<file path="src/rtl/fifo_rd_stream.sv">
// Turns the async FIFO read port (empty / r_en / 1-cycle registered rdata) into a valid/ready stream.
// Optional per-packet o_last generation is compiled in with `define STREAM_LAST_EN.
module fifo_rd_stream #(
  parameter int DATA    = 8,
  parameter int PKT_LEN = 4
) (
  input  logic            rclk,
  input  logic            rrst,
  input  logic            empty,
  input  logic [DATA-1:0] rdata,
  output logic            r_en,
  input  logic            flush,
  output logic            o_valid,
  input  logic            o_ready,
  output logic [DATA-1:0] o_data,
  output logic            o_last,
  output logic [15:0]     o_count
);

  if (PKT_LEN < 1 || PKT_LEN > 255) begin : g_bad_pkt_len
    $error("fifo_rd_stream: PKT_LEN must be in 1..255");
  end

  typedef enum logic [1:0] {
    HOLD  = 2'd0,
    RUN   = 2'd1,
    FLUSH = 2'd2
  } state_t;

  state_t          state_reg, state_next;
  logic [DATA-1:0] buf_reg  [2];
  logic [DATA-1:0] buf_next [2];
  logic [1:0]      cnt_reg, cnt_next;
  logic            inflight_reg, inflight_next;
  logic [15:0]     count_reg;

  logic            pop;
  logic            wr;
  logic            flushing;
  logic [2:0]      occ;
  logic [1:0]      tail;

  assign o_valid = (cnt_reg != 2'd0);
  assign o_data  = buf_reg[0];
  assign o_count = count_reg;
  assign pop     = o_valid & o_ready;

  // Space check counts the word already in flight, so returning rdata always has a slot.
  assign occ     = {1'b0, cnt_reg} + {2'b00, inflight_reg} - {2'b00, pop};

  always_comb begin
    state_next = state_reg;
    r_en       = 1'b0;
    flushing   = 1'b0;
    case (state_reg)
      HOLD: state_next = RUN;
      RUN: begin
        r_en = ~empty & (occ < 3'd2);
        if (flush) begin
          flushing   = 1'b1;
          state_next = FLUSH;
        end
      end
      FLUSH: begin
        if (!flush && !inflight_reg) begin
          state_next = RUN;
        end
      end
      default: state_next = HOLD;
    endcase
  end

  // Words landing while in FLUSH are simply never written.
  assign wr            = inflight_reg & (state_reg == RUN);
  assign tail          = cnt_reg - {1'b0, pop};
  assign inflight_next = r_en & ~empty;

  always_comb begin
    cnt_next = cnt_reg + {1'b0, wr} - {1'b0, pop};
    if (flushing || state_reg == FLUSH) begin
      cnt_next = 2'd0;
    end
  end

  for (genvar gi = 0; gi < 2; gi++) begin : g_buf
    logic load_wr;
    assign load_wr = wr && (tail == 2'(gi));
    if (gi == 0) begin : g_head
      assign buf_next[gi] = load_wr ? rdata : (pop ? buf_reg[1] : buf_reg[0]);
    end else begin : g_tail
      assign buf_next[gi] = load_wr ? rdata : buf_reg[gi];
    end
  end

  always_ff @(posedge rclk) begin
    if (!rrst) begin
      state_reg    <= HOLD;
      cnt_reg      <= 2'd0;
      inflight_reg <= 1'b0;
      count_reg    <= 16'd0;
      for (int i = 0; i < 2; i++) begin
        buf_reg[i] <= '0;
      end
    end else begin
      state_reg    <= state_next;
      cnt_reg      <= cnt_next;
      inflight_reg <= inflight_next;
      for (int i = 0; i < 2; i++) begin
        buf_reg[i] <= buf_next[i];
      end
      if (pop) begin
        count_reg <= count_reg + 16'd1;
      end
    end
  end

`ifdef STREAM_LAST_EN
  localparam logic [7:0] LAST_IDX = 8'(PKT_LEN - 1);

  logic [7:0] pkt_reg;

  assign o_last = o_valid & (pkt_reg == LAST_IDX);

  always_ff @(posedge rclk) begin
    if (!rrst) begin
      pkt_reg <= 8'd0;
    end else if (flushing || state_reg == FLUSH) begin
      pkt_reg <= 8'd0;
    end else if (pop) begin
      pkt_reg <= o_last ? 8'd0 : pkt_reg + 8'd1;
    end
  end
`else
  assign o_last = 1'b0;
`endif

endmodule

</file>
<file path="config.mk">
export PLATFORM = sky130hd
export DESIGN_NAME = fifo_rd_stream
export DESIGN_NICKNAME = d
export VERILOG_FILES = /design/src/rtl/fifo_rd_stream.sv
export SDC_FILE = /design/constraint.sdc
export NUM_CORES = 1
export LEC_CHECK = 0
export BUFFER_PORTS_ARGS = -buffer_cell sky130_fd_sc_hd__buf_2
export CORE_ASPECT_RATIO = 0.5
export CORE_UTILIZATION = 40
export DETAILED_ROUTE_END_ITERATION = 6
export PLACE_DENSITY = 0.63
export SLEW_MARGIN = 25
export SYNTH_ARGS = -nofsm -noshare
export SYNTH_HDL_FRONTEND = slang
export SYNTH_SLANG_ARGS = --single-unit
</file>
<file path="constraint.sdc">
create_clock -name rclk -period 2.75 [get_ports rclk]
set_input_delay 0.1375 -clock rclk [delete_from_list [all_inputs] [get_ports rclk]]
set_output_delay 0.1375 -clock rclk [all_outputs]
set_load 0.005 [all_outputs]
</file>
-- Yosys cells after proc, flatten, opt, wreduce, memory -nomap -nowiden
Memory sizes are Yosys's and may differ from the RTL's.
Cells that the tools add are included.
- word-level logic and storage cells: 49
- register bits after elaboration: 21
- input bits: 13
- memories kept: 1
- output and inout port bits: 27
- memory bits (writable): 16
- $add $sub $neg: 6
- reduce and logical (&&, ||, !) cells: 11
- eq/ne operators: 5
- muxes and demuxes: 13
- order comparisons: 1
- bitwise gates (word level): 8
- memories (name ; depth ; width ; read ports ; clocked after Yosys merged registers in ; wr ports ; line ; text):
    buf_reg ; 2 ; 8 ; 2 ; 0 ; 2 ; 31 ; logic [DATA-1:0] buf_reg [2];
- operators with widths (kind ; number):
    $mux 8 ; 5
    $add 16x1->16 const B ; 1
    $pmux 2 s3 ; 1
    $mux 1 ; 5
    $and 1x1->1 ; 4
    $eq 2x1->1 const B ; 2
    $logic_not 2->1 ; 2
    $mux 2 ; 2
    $ne 2x2->1 const B ; 2
    $sub 2x1->2 ; 2
    $add 2x1->3 ; 1
    $logic_and 1x1->1 ; 3
    $lt 3x2->1 const B ; 1
    $sub 3x1->3 ; 1
    $add 2x1->2 ; 1
    $eq 2x2->1 const B ; 1
    $logic_not 1->1 ; 2
    $not 1->1 ; 2
    $or 1x1->1 ; 2
    $reduce_and 2->1 ; 1
    $reduce_bool 2->1 ; 1
    $reduce_or 2->1 ; 1
    $logic_or 1x1->1 ; 1

-- Depth between registers and ports, before layout
- word-level depth: 7
- mapped depth: 8
- gate-level depth less buffers: 6

-- Worst setup path after synthesis
OpenSTA, ideal clock, no wires.
- kind: reg2out
- start: register cnt_reg[1]
- end: output r_en
- cell stages (with the launch flop): 8
- slack: 0.767 ns
- arrival time: 1.846 ns
- buffers on the path: 2
- data required time: 2.612 ns
- cells stage by stage: dfxtp_1 -> buf_6 -> o21ai_1 -> clkbuf_1 -> nor2_1 -> fa_1 -> nand4bb_1 -> nor2_1
- cells in the longest elaborated chain, start to end: 6
- elaborated cells between the ends (all ways): 7
- classes of those cells: 2 x add/sub; 1 x order compare; 1 x mux; 2 x bitwise; 1 x reduce/logical
- RTL lines (item ; line ; text):
    start: declaration ; 33 ; logic [1:0] cnt_reg, cnt_next;
    start signal: assignment ; 106 ; cnt_reg <= cnt_next;
    branches (longest 2 deep; another with $add 2x1->3) ; n/a ;
    $sub 3x1->3 * ; 49 ; assign occ = {1'b0, cnt_reg} + {2'b00, inflight_reg} - {2'b00, pop};
    $lt 3x2->1 * ; 58 ; r_en = ~empty & (occ < 3'd2);
    $and 1x1->1 * ; 58 ;
    $mux 1 * ; 55 ; case (state_reg)
    end: declaration ; 11 ; output logic r_en,
Mark *: on every way between the ends.

-- Worst setup path after layout
Ends and elaborated chain as after synthesis.

==> impl_results.md <==
- NetSw: 0.231 mW
- DP HPWL: 2500 µm
- Critical path launch point type: register
- Kind of cell adding the most delay to the critical path: flip-flops
- CP required: 2.61 ns
- Initial Util: 43.3%
- Hold Buf Count CTS: 0
- CTS resizes: 0
- Avg Vias per Cell: 5.02
- Sequential share of power: 56.3%
- Non-filler cells, final: 288
- Cell mode on critical path: nor2_1
- Final Cycle Share: 73.0%
- Leak pwr: 0.823 nW
- Congestion Overflow GR: 0
- Asr flop ratio synth: 0%
- Clock transition at the registers of the reported paths: 0.07 ns
- Crit-path cells: o21ai_1 -> nor2_1 -> fa_1 -> nand4bb_1 -> nor2_1 -> buf_2
- # H-tree levels: 2
- Die W: 95.6 µm
- ANT cells: 0
- EDFF count, synth: 0
- Placer Congestion: 0.755
- Worst setup margin: 0.742 ns
- DP Area: 1920 µm²
- Number of buffers created by CTS: 5
- Most frequent cells in the layout: buf_2 (38), dfxtp_1 (37), nor2_1 (33)
- Clk sinks: 37
- Power consumption: 0.988 mW
- Crit path largest cell delay: 0.55 ns
- RSZ-0062 raised after global routing: false
- Worst slew margin: 38.3%
- Avg Inst Size Synth: 8.63 µm²
- Commonest non-fill, non-tap cell in the layout: buf_2
- DR iter-0 viols: 53
- Critical Path End Type: output port
- Final hold vios: 0
- Row count: 16
- Hold slack final: 0.108 ns
- Antenna Nets Post-Route: 0
- Number of global-route vias before repair: 1286
- Layout area overhead: 14.0%
- Core area: 4040 µm²
- Clock Skew: 0.00296 ns
- Clk network pwr share: 36.2%
- Worst-Margin Slew: 0.924 ns
- Maximum Capacitance Violations: 0
- Net count reported at finish: 249
- CTS tree: built
- Worst Path Max Fanout: 10
- Arrival time of the worst setup path: 1.87 ns
- R2R setup slack: 0.96 ns
- Sw Share: 23.3%
- Warnings, synthesis: 0
- Setup TNS: 0 ns
- VDD IR-drop max: 0.227 mV
- # IOs: 40
- Final Instance Area: 2000 µm²
- Register bit total from synthesis: 37
- Initial antenna violation count: 0
- Min cycle time layout: 2.01 ns
- Synth Flop Type: dfxtp_1
- Share of layout cells above drive strength 1: 20.1%
- Part of the power in combinational logic: 7.6%
- CP Buf/Inv Count: 1
- Root Buffer: clkbuf_8
- Total Wirelength: 3500 µm
- Setup Fix Bufs, Post-CTS: 0
- Inst Count DP: 280
- Gr usage total: 16.1%
- Clock Latency Late Sink: 0.28 ns
- First-pass GRT wire length: 5750 µm
- Core Util, Final: 49.4%
- Die height: 48.8 µm
- Pwr/cell area: 495 nW/µm²
- Synth cell types: 35
- Status: finished, final reports clean
- DRC violations left: 0
- Slowest cell on the critical path: dfxtp_1
- Largest net degree at the start of global routing: 31
- DR pass1 iterations: 4
- Pre-CTS WS: 0.986 ns
- Internal power: 0.758 mW
- Routed length per placed instance: 12.2 µm
- Slew Limit Fails: 0
- Total die area: 4660 µm²
- Post-Syn Area: 1750 µm²
- Kind of critical path: reg -> out
- Syn nets: 219
- Clock Tree Buf Depth: 2
- Final setup viols: 0
- Post-synthesis sequential area ratio: 42.3%
- Worst Hold Class: in -> reg
- Post-synthesis instance total: 203
- Via count: 1446
- Fmax: 0.498 GHz
- Port Buffer Count: 38
## final cells by class
| cell class | count | area [µm²] |
|---|---|---|
| sequential | 37 | 741 |
| fill | 416 | 2050 |
| clock buffer | 8 | 80.1 |
| multi-input combinational | 146 | 892 |
| tap | 54 | 67.6 |
| inverter | 3 | 11.3 |
| timing repair buffer | 40 | 205 |
## Yosys cell counts (4+ instances only)
cell	instances	area share, %
nand2_1	28	6.0
buf_4	9	3.9
nor2_1	33	7.1
nand4_1	5	1.8
a311oi_1	8	4.0
xnor2_1	9	4.5
clkbuf_1	5	1.1
nor3_1	6	1.7
nand2b_1	5	1.8
mux2i_1	12	6.9
xor2_1	5	2.5
dfxtp_1	37	42
nand3_1	4	1.1
a21oi_1	4	1.1
## path summary, 6_finish.rpt
| path | from | endpoint | cells after the start |
|---|---|---|---|
| max | cnt_reg[1] | r_en | 6 |
| min | rdata[5] | buf_reg[0][13] | 3 |
| max reg2reg | cnt_reg[1] | o_count[14] | 5 |
| min reg2reg | buf_reg[0][5] | buf_reg[0][5] | 2 |
## logic make-up after synthesis
kind of cell / count (synthesis) / synth area share (%)
xor gates and xnor gates: 14 / 7.00
muxes: 12 / 6.86
adders and majority gates: 3 / 2.57
DFF: 37 / 42.3
AOI/OAI and AO/OA: 19 / 8.29
buffers and inverters: 20 / 6.79
and+or+nand+nor: 97 / 26.0
other: 1 / 0.214
## metal layers
layer / routed length [µm] / up-vias / track usage, %
met5: 0 / - / 0
met2: 1510 / 28 / 24.4
met4: 40 / 0 / 5.72
li1: - / 745 / -
met1: 1760 / 668 / 21.6
met3: 187 / 5 / 5.14
## power groups by stage
stage          Sequential, mW  Clock (mW)  Combinational [mW]
4_1_cts                 0.556       0.368              0.0760
2_1_floorplan           0.565           0              0.0552
3_3_place_gp            0.567           0              0.0741
6_report                0.556       0.357              0.0748
3_5_place_dp            0.568           0              0.0759
5_1_grt                 0.557       0.393              0.0849
## tightest hold or removal path: stages
cell and delay, ns:
buf_2 0.09, mux2i_1 0.06, nor2_1 0.07
No activity file was read; power rests on OpenSTA's default activity.
